<file path="src/rtl/mips_boot_pkg.sv">
// ============================================================================
// Module   : mips_boot_pkg
// Brief    : Shared state encoding and default sizing for the MIPS boot loader.
// Revision : 1.0 - initial release
// ============================================================================
`default_nettype none

package mips_boot_pkg;

    localparam int unsigned C_DEF_MAX_WORDS = 256;
    localparam int unsigned C_DEF_BASE_ADDR = 0;

    typedef enum logic [2:0] {
        ST_HDR   = 3'd0,
        ST_LOAD  = 3'd1,
        ST_CSUM  = 3'd2,
        ST_DONE  = 3'd3,
        ST_ERROR = 3'd4
    } boot_state_t;

    // States in which the stream port presents in_ready.
    function automatic logic is_accepting(boot_state_t s);
        return (s == ST_HDR) || (s == ST_LOAD) || (s == ST_CSUM);
    endfunction

endpackage

`default_nettype wire

</file>
<file path="src/rtl/mips_boot_loader.sv">
// ============================================================================
// Module   : mips_boot_loader
// Brief    : Streams a program image (header N, N data words) into instruction/
//            data memory, then releases the multicycle MIPS core from reset.
// Options  : BOOT_CHECKSUM_EN - adds a trailing 32-bit wrapping-sum check word.
// Revision : 1.0 - initial release
// ============================================================================
`default_nettype none

module mips_boot_loader
    import mips_boot_pkg::*;
#(
    parameter int unsigned ADDR_W    = 8,
    parameter int unsigned BASE_ADDR = C_DEF_BASE_ADDR,
    parameter int unsigned MAX_WORDS = C_DEF_MAX_WORDS
) (
    input  logic              clk,
    input  logic              rst,
    input  logic              in_valid,
    input  logic [31:0]       in_data,
    output logic              in_ready,
    input  logic              boot_req,
    output logic              mem_we,
    output logic [ADDR_W-1:0] mem_addr,
    output logic [31:0]       mem_wdata,
    output logic              core_rst,
    output logic              done,
    output logic              err
);

    localparam int unsigned       CNT_W  = $clog2(MAX_WORDS + 1);
    localparam logic [ADDR_W-1:0] C_BASE = ADDR_W'(BASE_ADDR);

`ifdef BOOT_CHECKSUM_EN
    localparam boot_state_t C_ST_AFTER_LOAD = ST_CSUM;
`else
    localparam boot_state_t C_ST_AFTER_LOAD = ST_DONE;
`endif

    boot_state_t       r_state;
    boot_state_t       w_state_nxt;
    logic              w_beat;
    logic              w_last;
    logic              w_hdr_too_big;
    logic              w_release;

    logic              r_in_ready;
    logic              r_mem_we;
    logic [ADDR_W-1:0] r_mem_addr;
    logic [31:0]       r_mem_wdata;
    logic              r_core_rst;
    logic              r_done;
    logic              r_err;
    logic [ADDR_W-1:0] r_idx;
    logic [CNT_W-1:0]  r_remaining;
`ifdef BOOT_CHECKSUM_EN
    logic [31:0]       r_sum;
`endif

    assign w_beat        = in_valid & r_in_ready;
    assign w_last        = (r_remaining == CNT_W'(1));
    assign w_hdr_too_big = (in_data > 32'(MAX_WORDS));
    // Leaving LOAD delays the release one cycle so done trails the last write strobe.
    assign w_release     = (w_state_nxt == ST_DONE) && (r_state != ST_LOAD);

    always_ff @(posedge clk) begin
        if (rst) begin
            r_state <= ST_HDR;
        end else begin
            r_state <= w_state_nxt;
        end
    end

    always_comb begin
        w_state_nxt = r_state;
        case (r_state)
            ST_HDR: begin
                if (w_beat) begin
                    if (in_data == 32'd0) begin
                        w_state_nxt = C_ST_AFTER_LOAD;
                    end else if (w_hdr_too_big) begin
                        w_state_nxt = ST_ERROR;
                    end else begin
                        w_state_nxt = ST_LOAD;
                    end
                end
            end
            ST_LOAD: begin
                if (w_beat && w_last) begin
                    w_state_nxt = C_ST_AFTER_LOAD;
                end
            end
`ifdef BOOT_CHECKSUM_EN
            ST_CSUM: begin
                if (w_beat) begin
                    w_state_nxt = (in_data == r_sum) ? ST_DONE : ST_ERROR;
                end
            end
`endif
            ST_DONE, ST_ERROR: begin
                if (boot_req) begin
                    w_state_nxt = ST_HDR;
                end
            end
            default: begin
                w_state_nxt = ST_HDR;
            end
        endcase
    end

    always_ff @(posedge clk) begin
        if (rst) begin
            r_in_ready  <= 1'b0;
            r_mem_we    <= 1'b0;
            r_mem_addr  <= C_BASE;
            r_mem_wdata <= 32'd0;
            r_core_rst  <= 1'b1;
            r_done      <= 1'b0;
            r_err       <= 1'b0;
            r_idx       <= '0;
            r_remaining <= '0;
`ifdef BOOT_CHECKSUM_EN
            r_sum       <= 32'd0;
`endif
        end else begin
            r_in_ready <= is_accepting(w_state_nxt);
            r_mem_we   <= 1'b0;
            r_done     <= w_release;
            r_core_rst <= ~w_release;
            r_err      <= (w_state_nxt == ST_ERROR);

            if ((r_state == ST_HDR) && w_beat) begin
                r_remaining <= in_data[CNT_W-1:0];
                r_idx       <= '0;
`ifdef BOOT_CHECKSUM_EN
                r_sum       <= 32'd0;
`endif
            end

            if ((r_state == ST_LOAD) && w_beat) begin
                r_mem_we    <= 1'b1;
                r_mem_addr  <= C_BASE + r_idx;
                r_mem_wdata <= in_data;
                r_idx       <= r_idx + ADDR_W'(1);
                r_remaining <= r_remaining - CNT_W'(1);
`ifdef BOOT_CHECKSUM_EN
                r_sum       <= r_sum + in_data;
`endif
            end

            if (((r_state == ST_DONE) || (r_state == ST_ERROR)) && boot_req) begin
                r_idx <= '0;
            end
        end
    end

    assign in_ready  = r_in_ready;
    assign mem_we    = r_mem_we;
    assign mem_addr  = r_mem_addr;
    assign mem_wdata = r_mem_wdata;
    assign core_rst  = r_core_rst;
    assign done      = r_done;
    assign err       = r_err;

endmodule

`default_nettype wire

</file>
<file path="config.mk">
export PLATFORM = sky130hd
export DESIGN_NAME = mips_boot_loader
export DESIGN_NICKNAME = d
export VERILOG_FILES = /design/src/rtl/mips_boot_pkg.sv /design/src/rtl/mips_boot_loader.sv
export SDC_FILE = /design/constraint.sdc
export NUM_CORES = 1
export LEC_CHECK = 0
export ABC_AREA = 1
export BUFFER_PORTS_ARGS = -buffer_cell sky130_fd_sc_hd__buf_4
export CAP_MARGIN = 25
export CELL_PAD_IN_SITES_DETAIL_PLACEMENT = 1
export CELL_PAD_IN_SITES_GLOBAL_PLACEMENT = 1
export CORE_AREA = 2 2 106 87
export CTS_CLUSTER_SIZE = 8
export DETAILED_ROUTE_END_ITERATION = 10
export DIE_AREA = 0 0 108 89
export GPL_TIMING_DRIVEN = 0
export PLACE_DENSITY_LB_ADDON = 0.1
export SLEW_MARGIN = 10
export SYNTH_ARGS = -nofsm -noshare
export SYNTH_HDL_FRONTEND = slang
export SYNTH_SLANG_ARGS = --single-unit
</file>
<file path="constraint.sdc">
create_clock -name clk -period 1.15 [get_ports clk]
set_input_delay 0.23 -clock clk [delete_from_list [all_inputs] [get_ports clk]]
set_output_delay 0.23 -clock clk [all_outputs]
set_load 0.01 [all_outputs]
</file>
# After elaboration in Yosys (flattened, before gate mapping)

Cells that the tools add are included.

Bits in registers: 65
Bits of input ports: 36
Logic and storage cells: 49
Output and inout bits: 45

Add/sub/neg operators: 2
Bitwise logic cells: 2
Equal/unequal tests: 9
Reductions and logical operators: 14
Muxes and demuxes: 11
Magnitude comparators: 1

Operators with widths:

| operator              | count |
|---|---|
| $gt A32 B9 Y1 const B | 1 |
| $logic_not A32 Y1     | 1 |
| $mux W9               | 2 |
| $mux W8               | 2 |
| $mux W3               | 5 |
| $eq A3 B2 Y1 const B  | 3 |
| $eq A9 B1 Y1 const B  | 1 |
| $pmux W3 S3           | 1 |
| $sub A9 B1 Y9 const B | 1 |
| $add A8 B1 Y8 const B | 1 |
| $eq A3 B1 Y1 const B  | 2 |
| $eq A3 B3 Y1 const B  | 2 |
| $logic_not A3 Y1      | 2 |
| $logic_and A1 B1 Y1   | 5 |
| $reduce_or A2 Y1      | 2 |
| $logic_or A1 B1 Y1    | 3 |
| $ne A3 B1 Y1 const B  | 1 |
| $reduce_bool A2 Y1    | 1 |
| $and A1 B1 Y1         | 1 |
| $mux W1               | 1 |
| $not A1 Y1            | 1 |

# Logic depth before layout (Yosys ltp)

Word-level depth: 8
Gate-level depth with buffers: 10
Gate-level depth less buffers: 10

# Least setup slack after synthesis

OpenSTA, ideal clock, no wires.

Kind: reg-to-reg
Start: register r_in_ready, in the netlist in_ready
End: register r_idx[6]
Path buffers: 1
Stages on the path, launching flop included: 7
Required time: 1031 ps
Clock period less this slack: 1310 ps
Arrival: 1191 ps
Setup time: 119 ps
Setup slack: -160 ps
Cells stage by stage: dfxtp_1 nand2_1 nor2_8 buf_4 nand2_1 o21ai_0 a21oi_1

Word-level cells in the longest chain between the ends: 3
Elaborated cells on any way between the ends: 5
Classes of those cells: mux: 1; bitwise: 1; reduce/logical: 3

Ends and longest elaborated chain:

| what                                          | RTL line                                         | RTL |
|---|---|---|
| from (decl)                                   | mips_boot_loader.sv:47                           | `logic r_in_ready;` |
| from (signal assigned)                        | mips_boot_loader.sv:126                          | `r_in_ready <= is_accepting(w_state_nxt);` |
| $and A1 B1 Y1 (*)                             | mips_boot_loader.sv:60                           | `assign w_beat = in_valid & r_in_ready;` |
| $logic_and A1 B1 Y1, on equally long branches | mips_boot_loader.sv:140, mips_boot_loader.sv:132 |  |
| $mux W8 or $reduce_bool A2 Y1 (tied branches) | -                                                |  |
| to (signal assigned)                          | mips_boot_loader.sv:144                          | `r_idx <= r_idx + ADDR_W'(1);` |
| to (decl)                                     | mips_boot_loader.sv:54                           | `logic [ADDR_W-1:0] r_idx;` |

Mark *: on every way between the ends. The rest lies on a longest branch, timed or not.
A chain may end at the register's enable or synchronous reset.

# Worst setup path after layout

Start: register r_state[2]
End: register r_remaining[1]

Word-level cells in the longest chain between the ends: 3
Elaborated cells on any way between the ends: 6
Classes of those cells: eq/ne: 1; mux: 1; reduce/logical: 4

Ends and longest elaborated chain:

| what                                             | RTL line                                         | RTL |
|---|---|---|
| from (decl)                                      | mips_boot_loader.sv:40                           | `boot_state_t r_state;` |
| from (signal assigned)                           | mips_boot_loader.sv:70                           | `r_state <= w_state_nxt;` |
| $eq A3 B1 Y1 or $logic_not A3 Y1 (tied branches) | mips_boot_loader.sv:140, mips_boot_loader.sv:132 |  |
| $logic_and A1 B1 Y1, on equally long branches    | mips_boot_loader.sv:140, mips_boot_loader.sv:132 |  |
| $mux W9 or $reduce_bool A2 Y1 (tied branches)    | -                                                |  |
| to (signal assigned)                             | mips_boot_loader.sv:133                          | `r_remaining <= in_data[CNT_W-1:0];` |
| to (signal assigned)                             | mips_boot_loader.sv:145                          | `r_remaining <= r_remaining - CNT_W'(1);` |
| to (decl)                                        | mips_boot_loader.sv:55                           | `logic [CNT_W-1:0] r_remaining;` |

Parallel ways exist; a longest one is shown, timed or not.

==> metrics.md <==
| Metric | Value |
|---|---|
| Status | complete, but fails checks |
| Violated checks | setup timing |
| RR Startpoint | r_state[2] |
| Placed cell area | 0.00354 mm2 |
| TritonCTS clock tree | yes |
| Final GP Congestion | 0.794 |
| I/O Buffers | 80 |
| Max Freq | 698 MHz |
| Util after Layout | 0.533 |
| Share of cells above drive strength 1 | 0.444 |
| Syn Inst Count | approximately 370 |
| Global-route wire length before repair | 15,200 um |
| CP Launch Point | r_state[2] |
| Final worst setup slack | -0.283 ns |
| Switching Fraction | 0.239 |
| VDD IR max | 0.748 mV |
| Largest net degree at the start of global routing | 11 |
| Clock latency at the later pin of the worst-skew pair | 0.34 ns |
| N_diodes | 0 |
| Cell area after synthesis | roughly 0.0028 mm2 |
| Hold WC Path Type | primary input to register |
| Core footprint | 0.00845 mm2 |
| Starting DRT DRC Count | 116 |
| Clock transition at path regs | 0.07 ns |
| Critical path's top delay family | buffers and inverters |
| Crit path time final | 1.43 ns |
| Yosys warnings | 0 |
| Pwr/cell area | 1100 mW/mm2 |
| Detailed Route WL | 10,100 um |
| Most common cell after layout, fill and taps aside | buf_4 |
| Vias/cell | 4.96 |
| Total Die Area | about 0.0096 mm2 |
| Clock Tree Buf Depth | 2 |
| Total GRT Usage | 0.209 |
| I/O pin cnt | 81 |
| Psw | 1.19 mW |
| Chip width | 108 um |
| Unrepaired setup endpoints after global routing | true |
| Total grt overflow | 0 |
| Sequential Power Share | 0.462 |
| Logic pwr share | 0.108 |
| Net count, final | 524 |
| Power Total | 4.96 mW |
| Syn avg cell area | about 7.4 um2 |
| LEAKAGE | 1.98 nW |
| Pint | about 3.8 mW |
| Critical Path Slowest Stage Cell | dfxtp_2 |
| Setup crit end kind | register |
| Final hold vios | 0 |
| Worst EP required | approximately 1.4 ns |
| Vias | 2,979 |
| Drt first pass iters | 4 |
| CP cell instances | inv_4 > nand3b_4 > nor2_8 > buf_12 > nor2_4 > buf_12 > buf_8 > a21oi_2 > nor2_1 |
| CP peak stage delay | 0.35 ns |
| CTS Buf Count | 9 |
| Critical path type | register to register |
| Hold Crit Start | in_data[26] |
| Max cap viols | 0 |
| CP Launch Type | register |
| Post-DP HPWL | 6440 um |
| CTS H-Tree Depth | 3 |
| EDFF count, synth | 0 |
| Most frequent CP cell | buf_12 |
| Hold slack final | 0.104 ns |
| Critical path buffers and inverters | 4 |
| Clock share of power | 0.430 |
| Fin Clk Skew | 0.0108 ns |
| FF+latch count, synth | 65 |
| Async S/R FF share, synth | 0 |
| Prevailing post-synth register cell | dfxtp_1 |
| Syn nets | 411 |
| Die height | 89 um |
| Fin. max-slew vios | 0 |
| Initial Util | 0.328 |
| Slew HR | 0.622 |
| Routed Antenna Nets | 0 |
| Placed Cells incl. Taps | 564 |
| Area delta synth->final | 62.6% |
| # setup viols final | 64 |
| Sequential cell area fraction in the yosys report | 0.470 |
| Initial antenna violation count | 0 |
| WP data arrival | 1.65 ns |
| Pre-CTS worst setup slack | -0.347 ns |
| Fin area | 0.00450 mm2 |
| Yosys top cell area share | 0.470 |
| Netlist cell types | 35 |
| WL per Instance | 16.8 um |
| Critical path peak fanout | 5 |
| Clk root buf | clkbuf_8 |
| Synth area leaders | dfxtp_1, nor2_1, o21ai_0 |
| Worst Tran Pin Value | between 0.5 and 0.6 ns |
| CTS Sinks | between 60 and 70 |
| # rows | 30 |
| # DRC | 0 |
| # hold bufs at CTS | 0 |
| Vias in the first global route | 3,001 |
| Post-route setup TNS | -10.96 ns |
| Finished Layout Cells | 601 |
| Commonest cells after routing, fill and taps aside | buf_4, nor2_1, dfxtp_1 |
| Final period util | 1.25 |
| Largest area contributor in the netlist | dfxtp_1 |
==> power groups by stage <==
stage	sequential (mW)	combinational [mW]	clock, mW
after floorplan	2.34	0.219	0
after global placement	2.34	0.412	0
after detailed placement	2.35	0.418	0
after CTS	2.29	0.470	2.18
after global routing	2.29	0.577	2.27
final	2.29	0.534	2.13
==> final cells by class <==
type                            instances  area, um2
Buffer                                 15        174
Clock buffer                           12        145
Multi-Input combinational cell        269       1620
Fill cell                            1035       3940
Sequential cell                        65       1320
Clock inverter                          3       65.1
Timing Repair Buffer                  102        937
Tap cell                              112        140
Inverter                               23        101
==> cells in the mapped netlist (all sizes together), types with 3 or more instances <==
cell type,instances
inv,23
ha,3
nor2,103
nand4,4
buf,10
nand2,50
xor2,3
clkbuf,5
a211oi,3
dfxtp,65
nand3,21
a31oi,3
a21oi,22
o21ai,44
==> metal layers <==
layer,part of all wire,routed length [um],global-route usage
met2,0.50,5030,0.364
met4,0.013,136,0.0618
met3,0.043,432,0.0488
met5,0,0,0
met1,0.45,4500,0.261
==> kinds of logic after synthesis <==
| kind of cell | after synthesis | share of synthesized area |
|---|---|---|
| DFF | 65 | 0.470 |
| adders and majority gates | 3 | 0.0136 |
| xor gates and xnor gates | 4 | 0.0127 |
| buffers and inverters | 38 | 0.0605 |
| AOI/OAI and AO/OA | 79 | 0.154 |
| and+or+nand+nor | 183 | 0.289 |
==> tightest hold or removal path: stages <==
cell and delay (ns):
buf_4 0.09, nor2_2 0.03, nor2_1 0.06
==> registers in the layout, indices dropped and copies added, names as in the netlist <==
| name | count |
|---|---|
| core_rst | 1 |
| r_remaining | 9 |
| mem_we | 1 |
| err | 1 |
| in_ready | 1 |
| done | 1 |
| r_idx | 8 |
| mem_addr | 8 |
| mem_wdata | 32 |
| r_state | 3 |
==> final timing paths <==
path | depth (start not counted) | slack [ns] | endpoint
worst max-delay path | 9 | -0.28 | r_remaining[1]
worst min-delay path | 3 | 0.10 | mem_wdata[26]
worst max register to register | 9 | -0.28 | r_remaining[1]
worst min register to register | 2 | 0.46 | r_idx[6]
==> timing repair <==
action / 4_1_cts / 5_1_grt
buffers inserted: 8 / 9
endpoints found under the setup margin: 62 / 65
gates cloned: 2 / 4
pin swaps: 15 / 20
gates resized for setup: 67 / 79
(Power assumes the default switching activity.)
